### src/rtl/fibonacci.sv
// fibonacci: iterative Fibonacci accelerator. A start pulse captures n, and the
// block then performs one 32-bit addition per clock (modulo 2^32).
// Latency: busy_o is high for n+1 cycles after start is sampled. The result
// updates on the edge where busy_o falls.
// Backpressure: none. start_i is ignored while busy. result_o holds until the
// next completion.
//
// Ports:
//   clk_i     system clock, rising edge
//   rst_ni    asynchronous active-low reset
//   start_i   request pulse, sampled on the rising edge while idle
//   n_i       Fibonacci index, captured together with start_i
//   result_o  F(n) mod 2^32 of the last completed request
//   busy_o    high while a computation is in progress
module fibonacci (
  input  logic        clk_i,
  input  logic        rst_ni,
  input  logic        start_i,
  input  logic [31:0] n_i,
  output logic [31:0] result_o,
  output logic        busy_o
);

  typedef enum logic {
    IDLE = 1'b0,
    RUN  = 1'b1
  } state_t;

  state_t      r_state;
  logic [31:0] r_cnt;
  logic [31:0] r_a;
  logic [31:0] r_b;
  logic [31:0] r_result;

  state_t      w_state_nxt;
  logic [31:0] w_cnt_nxt;
  logic [31:0] w_a_nxt;
  logic [31:0] w_b_nxt;
  logic [31:0] w_result_nxt;

  // State and datapath registers. Reset also discards any in-flight
  // computation; the aborted request never reaches result_o.
  always_ff @(posedge clk_i or negedge rst_ni) begin
    if (!rst_ni) begin
      r_state  <= IDLE;
      r_cnt    <= 32'd0;
      r_a      <= 32'd0;
      r_b      <= 32'd0;
      r_result <= 32'd0;
    end else begin
      r_state  <= w_state_nxt;
      r_cnt    <= w_cnt_nxt;
      r_a      <= w_a_nxt;
      r_b      <= w_b_nxt;
      r_result <= w_result_nxt;
    end
  end

  always_comb begin
    w_state_nxt  = r_state;
    w_cnt_nxt    = r_cnt;
    w_a_nxt      = r_a;
    w_b_nxt      = r_b;
    w_result_nxt = r_result;
    case (r_state)
      IDLE: begin
        if (start_i) begin
          w_cnt_nxt   = n_i;
          w_a_nxt     = 32'd0;
          w_b_nxt     = 32'd1;
          w_state_nxt = RUN;
        end
      end
      RUN: begin
        // (a, b) walks as (F(i), F(i+1)). cnt counts the remaining steps, so
        // a holds F(n) once cnt reaches zero.
        if (r_cnt == 32'd0) begin
          w_result_nxt = r_a;
          w_state_nxt  = IDLE;
        end else begin
          w_a_nxt   = r_b;
          w_b_nxt   = r_a + r_b;
          w_cnt_nxt = r_cnt - 32'd1;
        end
      end
      default: w_state_nxt = IDLE;
    endcase
  end

  // busy_o comes straight from the registered state. It therefore rises right
  // after the sampling edge and falls on the same edge that updates result_o.
  assign busy_o   = (r_state == RUN);
  assign result_o = r_result;

endmodule

### config.mk
export PLATFORM = sky130hd
export DESIGN_NAME = fibonacci
export DESIGN_NICKNAME = d
export VERILOG_FILES = /design/src/rtl/fibonacci.sv
export SDC_FILE = /design/constraint.sdc
export NUM_CORES = 1
export LEC_CHECK = 0
export CAP_MARGIN = 30
export CORE_MARGIN = 2
export CORE_UTILIZATION = 30
export CTS_CLUSTER_SIZE = 30
export DETAILED_ROUTE_END_ITERATION = 16
export SLEW_MARGIN = 20
export SYNTH_ARGS = -nofsm -noshare
export SYNTH_HDL_FRONTEND = slang
export SYNTH_SLANG_ARGS = --single-unit
### constraint.sdc
create_clock -name clk_i -period 2.9 [get_ports clk_i]
set_input_delay 0.58 -clock clk_i [delete_from_list [all_inputs] [get_ports clk_i]]
set_output_delay 0.58 -clock clk_i [all_outputs]
set_load 0.02 [all_outputs]
==> impl_results.md, run 1 <==
* Status: finished clean
* Final number of hold-violating endpoints at 0
* Combined area of all synthesized cells at roughly 0.0074 mm²
* IO Count at a little under 70
* Internal Power at around 6300 µW
* Clock-pin transition on the worst setup and hold timing paths at 0.06 ns
* Proportion of total power due to net switching at about two fifths
* Initial cell density of the core at a little under a third
* Number of max-capacitance violations reported at 0
* Area share of the leading cell type in the synthesized netlist at a little over two fifths
* Mean area per synthesized cell at around 9.2 µm²
* Iteration count of the initial detailed-routing pass at 5
* Maximum number of pins on one net before global-route repair at between 60 and 70
* Transition at the pin with the smallest max-transition slack at roughly 0.43 ns
* Final WL at ~18000 µm
* Class of the most critical setup path: reg -> reg
* Placement row count at 57
* First DRT Iteration DRCs at about 330
* Clk Tree Root Cell: clkbuf_16
* Y dimension of the die at between 150 and 200 µm
* Number of clock sinks seen by CTS at 129
* Max-slew headroom at the worst pin at 71.26%
* Max Transition Viols Final at 0
* Arrival time worst endpoint at about 3 ns
* Die Wd at 160.7 µm
* Worst setup margin at about 0.16 ns
* Endpoint class of the critical path: flop
* Largest clock skew in the final design at between 0.008 and 0.009 ns
* Diode count at 0
* Leak pwr at around 0.0040 µW
* Setup-failing EPs final at 0
* Via count of the first global-routing pass at between 5000 and 6000
* Worst Setup Start Kind: flop
* Part of the power in combinational logic at about 52%
* Setup repair after global routing missed its margin: yes
* Largest fanout on the critical path at 2
* VDD IR-drop max at roughly 400 µV
* Synth area leader: dfrtp_1
* I/O Buffers at between 60 and 70
* Overall power consumption at ~11000 µW
* Path class of the lowest-slack min-delay path: in -> async
* Fraction of layout instances using a drive strength above 1 at a little under an eighth
* Vias after detailed routing at roughly 6000
* Clock tree from TritonCTS: built
* Number of antenna violations at the first check in global routing at 0
* Switching component of the power at 4182 µW
* Net Count, Synth at between 800 and 900
* Endpoint required time on the critical path at 3.20 ns
* Synth-to-Final Area Change at 24.53%
* Fraction of registers with async set/reset at between 90% and 100%
* Power share of the sequential group at about 29%
* Number of H-tree branching levels at 4
* Number of enable-type register cells in the synthesized netlist at 0
* Pre-CTS setup slack at 0.03355 ns
* Cell variety after synth at between 60 and 70
* Number of flip-flops and latches in the synthesized netlist at 129
* CTS max path bufs at 2
* GR Util All Layers at 14.13%
* Antenna violation net count after detailed routing at 0
* Die ar. at around 0.026 mm²
* Seq. cell area at approximately 0.0032 mm²
* Post-detail-place hpwl at 12170 µm
* Net count of the finished layout at ~950
* Wire length of the first global-routing pass at around 30000 µm
* Routability congestion estimate at 0.8062
* Sequential cell area fraction in the yosys report at a little over two fifths
* Post-DR vias/cell at roughly 5
* Clock share of power at roughly 19%
* Area of combinational cells with multiple inputs at 0.003943 mm²
* Number of remaining DRC errors at 0
* Most area-consuming cells after synthesis: dfrtp_1 44%, nand2_1 7.7%, ha_1 5.6%, a22o_1 4.2%, o21ai_0 4.0%
* P per Cell Area at between 1000 and 1500 mW/mm²
* Average wire per standard cell at around 15 µm
* Post-cts hold buffer count at 0
* Post-layout util at between 30% and 40%
* Leading register cell type out of synthesis: dfrtp_1
* Post-layout minimum cycle time at 2.742 ns
* Achievable clock frequency at approximately 360 MHz
* Remaining global-route overflow at 0
* Filler Cell Count at around 2400
* Standard cell core area at roughly 0.024 mm²
* Latest clock arrival within the worst-skew pair at about 0.43 ns
* Yosys warns at 0
* Total clock buffers created by CTS at 17
* Instance count of the mapped netlist at between 700 and 800
* Tcrit/Tclk final at around 95%
-- metal layers --
layer	up-vias	share of wire [%]	track usage (%)
li1	3023	-	-
met1	2891	51	20.15
met4	0	1.4	4.627
met3	16	3.7	2.996
met5	-	0	0
met2	90	44	21.39
-- cell usage after synthesis, types with 3 or more instances --
cell type and n:
o21ai_0 59, a21o_1 11, nor2b_1 27, buf_4 4, o31ai_1 3, o21a_1 5, o22ai_1 12, nand3_1 12
dfrtp_1 129, nor3_2 3, nand2b_1 5, clkbuf_1 22, a22o_1 35, a211oi_2 5, inv_1 11, a211oi_1 27
or3_1 5, buf_2 18, nor3_1 17, xnor2_1 22, nand4_1 4, nand2_1 151, a311oi_1 5, nor2_1 41
a31oi_1 6, xor2_1 19, mux2i_1 4, a21oi_1 50, ha_1 33
-- layout make-up --
| class | instances | share of cell area (%) |
|---|---|---|
| clock buffers | 21 | 5.129 |
| flip-flops and latches | 129 | 35.21 |
| clock inverters | 11 | 0.9548 |
| repair buffers | 103 | 10.86 |
| inverters | 11 | 0.4501 |
| multi-input cells | 614 | 42.98 |
| well taps | 324 | 4.420 |
-- path summary, 6_finish.rpt --
path	slack [ns]	start	endpoint	depth (start not counted)
worst max-delay path	0.16	r_a[0]	r_b[28]	12
worst min-delay path	0.07	rst_ni	result_o[15]	1
worst max register to register	0.16	r_a[0]	r_b[28]	12
worst min register to register	0.46	result_o[4]	result_o[4]	2
max in group asynchronous	2.11	rst_ni	busy_o	2
min in group clk_i	0.46	result_o[4]	result_o[4]	2
-- cells in the final DEF (no fill, tap or decap), types with 6 or more instances in the layout --
cell,count
a21oi_1,49
nor3_1,16
inv_1,11
ha_1,32
buf_4,31
o22ai_1,12
clkinv_2,7
nand2_1,150
a211oi_1,26
a31oi_1,6
o21ai_0,58
a22o_1,35
xnor2_1,22
dfrtp_1,128
nand3_1,12
clkbuf_16,17
xor2_1,19
a211oi_2,6
a21o_1,11
nor2b_1,27
clkdlybuf4s50_1,66
nor2_1,41
-- sequential cells by signal, summed over array words and instances (netlist names) --
register  cells
r_cnt        32
r_a          32
result_o     32
r_b          32
busy_o        1
-- cells by family (layout without fill, tap and decap cells) --
family / Yosys count / after routing / share of synthesized area (%)
AOI/OAI and AO/OA: 242 / 242 / 22.17
xor gates and xnor gates: 41 / 41 / 4.875
adders and majority gates: 34 / 34 / 5.877
buffers and inverters: 55 / 146 / 3.312
DFF: 129 / 129 / 43.83
muxes: 6 / 6 / 0.8493
and+or+nand+nor: 291 / 291 / 19.09
-- what timing repair did --
| item | CTS | global route |
|---|---|---|
| gates resized for setup | 1 | 9 |
| endpoints found under the setup margin | 1 | 21 |
| buffers inserted | 0 | 1 |
| pin swaps | 0 | 1 |
-- worst max-delay path, cell delays in order (launching register included) --
cell	delay, ns
dfrtp_1	0.37
ha_1	0.21
inv_1	0.07
fa_1	0.18
nor2b_1	0.06
o31a_1	0.25
o311ai_1	0.27
a31oi_1	0.21
a221oi_2	0.31
o21bai_1	0.12
or3_1	0.33
mux2i_1	0.14
o21ai_0	0.08
-- metrics by stage --
step	hold WS, ns	instance area, µm²	std cells	setup TNS, ns
CTS	0.07681	9135	1212	0
finish	0.07081	9173	1213	0
detailed placement	0.4562	8567	1180	0
floorplan	0.2844	7366	798	0
global route	0.09088	9173	1213	-0.02549
global placement	0.4514	8567	1180	0
-- power by group through the flow --
stage | Combinational (µW) | Sequential [µW] | Clock, µW
after detailed placement | 5310 | 3040 | 0
final | 5450 | 3020 | 2040
after floorplan | 4130 | 2900 | 0
after global placement | 5260 | 3030 | 0
after global routing | 6170 | 3110 | 2170
after CTS | 5370 | 3020 | 2090
(Power assumes the default switching activity.)
==> run 2, diff against run 1 <==
--- a/config.mk
+++ b/config.mk
@@ -5,7 +5,7 @@
 export SDC_FILE = /design/constraint.sdc
 export NUM_CORES = 1
 export LEC_CHECK = 0
-export CAP_MARGIN = 30
+export CAP_MARGIN = 25
 export CORE_MARGIN = 2
 export CORE_UTILIZATION = 30
 export CTS_CLUSTER_SIZE = 30
==> results of run 2 <==
Same layout as run 1: the final DEF is identical, and so are final timing and power.
==> run 3, diff against run 2 <==
--- a/config.mk
+++ b/config.mk
@@ -5,6 +5,7 @@
 export SDC_FILE = /design/constraint.sdc
 export NUM_CORES = 1
 export LEC_CHECK = 0
+export ABC_AREA = 1
 export CAP_MARGIN = 25
 export CORE_MARGIN = 2
 export CORE_UTILIZATION = 30
==> impl_results.md, run 3 <==
* Net Count, Synth at roughly 1300
* Number of antenna violations at the first check in global routing at 0
* Max Transition Viols Final at 0
* Number of remaining DRC errors at 0
* Y dimension of the die at 174.9 µm
* Tcrit/Tclk final at 78.86%
* Net count of the finished layout at around 1400
* Standard cell core area at roughly 0.029 mm²
* Placement row count at 62
* Initial cell density of the core at between 30% and 40%
* Combined area of all synthesized cells at ~0.0088 mm²
* Final WL at 22000 µm
* GR Util All Layers at about 15%
* Leading register cell type out of synthesis: dfrtp_1
* Worst reg-to-reg setup slack at about 0.61 ns
* VDD IR-drop max at 313.6 µV
* Endpoint class of the critical path: flop
* Area of combinational cells with multiple inputs at around 0.0045 mm²
* Yosys warns at 0
* Maximum number of pins on one net before global-route repair at 65
* Number of flip-flops and latches in the synthesized netlist at between 100 and 150
* Instance count of the mapped netlist at about 1200
* Max-slew headroom at the worst pin at about three fifths
* Fraction of registers with async set/reset at between 90% and 100%
* Post-cts hold buffer count at 0
* Worst Setup Start Kind: flop
* P per Cell Area at around 400 mW/mm²
* Transition at the pin with the smallest max-transition slack at 0.6016 ns
* Diode count at 0
* Synth-to-Final Area Change at 18.24%
* Clock-pin transition on the worst setup and hold timing paths at 0.06 ns
* Largest fanout on the critical path at 23
* Largest clock skew in the final design at between 0.01 and 0.015 ns
* Antenna violation net count after detailed routing at 0
* Seq. cell area at 0.003228 mm²
* Number of H-tree branching levels at 4
* Sum Neg Setup Slack at 0 ns
* Cts repair resizes at 0
* Number of enable-type register cells in the synthesized netlist at 0
* Synth cell count leaders: 429 x nand2_1, 190 x inv_1, 129 x dfrtp_1, 104 x nor2_1, 74 x nand3_1
* Path class of the lowest-slack min-delay path: in -> async
* Post-layout minimum cycle time at around 2.3 ns
* Worst reg-to-reg path cell count at 9
* Number of max-capacitance violations reported at 0
* Synth area leader: dfrtp_1
* Average wire per standard cell at 12.90 µm
* CTS max path bufs at 2
* Most area-consuming cells after synthesis: dfrtp_1 37%, nand2_1 18%, inv_1 8.1%, ha_1 4.7%, nor2_1 4.5%
* Via count of the first global-routing pass at 7263
* Vias after detailed routing at roughly 7600
* Achievable clock frequency at about 440 MHz
* Leading cell type in the layout, fill and taps excluded: nand2_1
* R2r startpoint: r_cnt[0]
* Class of the most critical setup path: reg -> reg
* Post-detail-place hpwl at approximately 16000 µm
* Die Wd at around 170 µm
* Filler Cell Count at between 3000 and 4000
* Final cell count without fillers at ~1700
* Overall power consumption at slightly above 4000 µW
* Launching element of the worst setup path: r_cnt[0]
* Latest clock arrival within the worst-skew pair at between 0.4 and 0.5 ns
* Remaining global-route overflow at 0
* First DRT Iteration DRCs at between 400 and 500
* Mean area per synthesized cell at 7.020 µm²
* Arrival time worst endpoint at ~2.6 ns
* Area share of the leading cell type in the synthesized netlist at a little under two fifths
* Endpoint required time on the critical path at ~3.2 ns
* Commonest cells after routing, fill and taps aside: 429 x nand2_1, 190 x inv_1, 129 x dfrtp_1, 104 x nor2_1, 74 x nand3_1
* Final number of hold-violating endpoints at 0
* Critical Path Sink: r_b[3]
* Total clock buffers created by CTS at 17
* Total non-filler cell area in the finished layout at 0.01036 mm²
* Clock tree from TritonCTS: built
* Post-layout util at between 30% and 40%
* Cell variety after synth at 40
* Status: finished clean
* IO Count at between 60 and 70
* Most repeated cell in the gate-level netlist after synthesis: nand2_1
* Post-DR vias/cell at ~4.4
* Setup-failing EPs final at 0
* Die ar. at between 0.03 and 0.04 mm²
* Setup repair after global routing missed its margin: no
* Clk Tree Root Cell: clkbuf_16
* Routability congestion estimate at approximately 0.9
* Leak pwr at around 0.0054 µW
* Crit Reg-Reg Endpoint: r_b[3]
* Placed cell count at between 1500 and 2000
* Iteration count of the initial detailed-routing pass at 5
* Post-CTS repair timing setup buffer count at 0
* Number of clock sinks seen by CTS at between 100 and 150
* Wire length of the first global-routing pass at around 37000 µm
* I/O Buffers at between 60 and 70
* Sequential cell area fraction in the yosys report at a little under two fifths
* Fraction of layout instances using a drive strength above 1 at roughly 11%
* Area of placed instances at between 0.009 and 0.01 mm²
run 3: metrics by stage:
step / setup WS (ns) / hold slack, ns
after floorplan: 1.100 / 0.2844
after global placement: 0.6870 / 0.4928
after detailed placement: 0.6227 / 0.4950
after CTS: 0.5962 / 0.1403
after global routing: 0.3651 / 0.1631
final: 0.6130 / 0.1144
run 3: power by group:
part	internal [µW]	leakage [µW]	switching (µW)	total [µW]
clock	1450	0.000299	792	2250
combinational	43.6	0.00354	43.6	87.1
sequential	1800	0.00158	0	1800
run 3: logic make-up after synthesis:
group                      share of synthesized area (%)
xor gates and xnor gates                           2.099
adders and majority gates                          4.942
DFF                                                36.85
AOI/OAI and AO/OA                                  10.85
buffers and inverters                              11.60
and+or+nand+nor                                    33.66
run 3: critical path: stages (launching register included):
cell and delay (ns):
dfrtp_1 0.38, inv_1 0.12, ha_1 0.17, nand2_1 0.09, nor3_4 0.28, nand4_4 0.16, nand2_4 0.28, nand2_4 0.25
buf_4 0.31, o22ai_1 0.15
run 3: final cells by class:
class	instances	area share (%)
repair buffers	76	7.622
inverters	196	7.126
well taps	384	4.638
clock buffers	25	4.880
multi-input cells	891	43.60
flip-flops and latches	129	31.16
clock inverters	5	0.9663
run 3: routing by layer:
metal | global-route usage [%] | wire length, µm | vias up
met5 | 0 | 0 | -
met4 | 3.715 | 231 | 0
met3 | 3.133 | 742 | 20
met2 | 24.49 | 10180 | 106
met1 | 20.43 | 10840 | 3458
li1 | - | - | 3992
run 3: how the worst min path moves through the flow:
stage / to / cells after the start / start
after global placement: r_b[21] / 2 / r_b[21]
after CTS: result_o[15] / 1 / rst_ni
after detailed placement: r_b[29] / 2 / r_b[29]
after global routing: result_o[15] / 1 / rst_ni
final: result_o[15] / 1 / rst_ni
after floorplan: busy_o / 0 / rst_ni
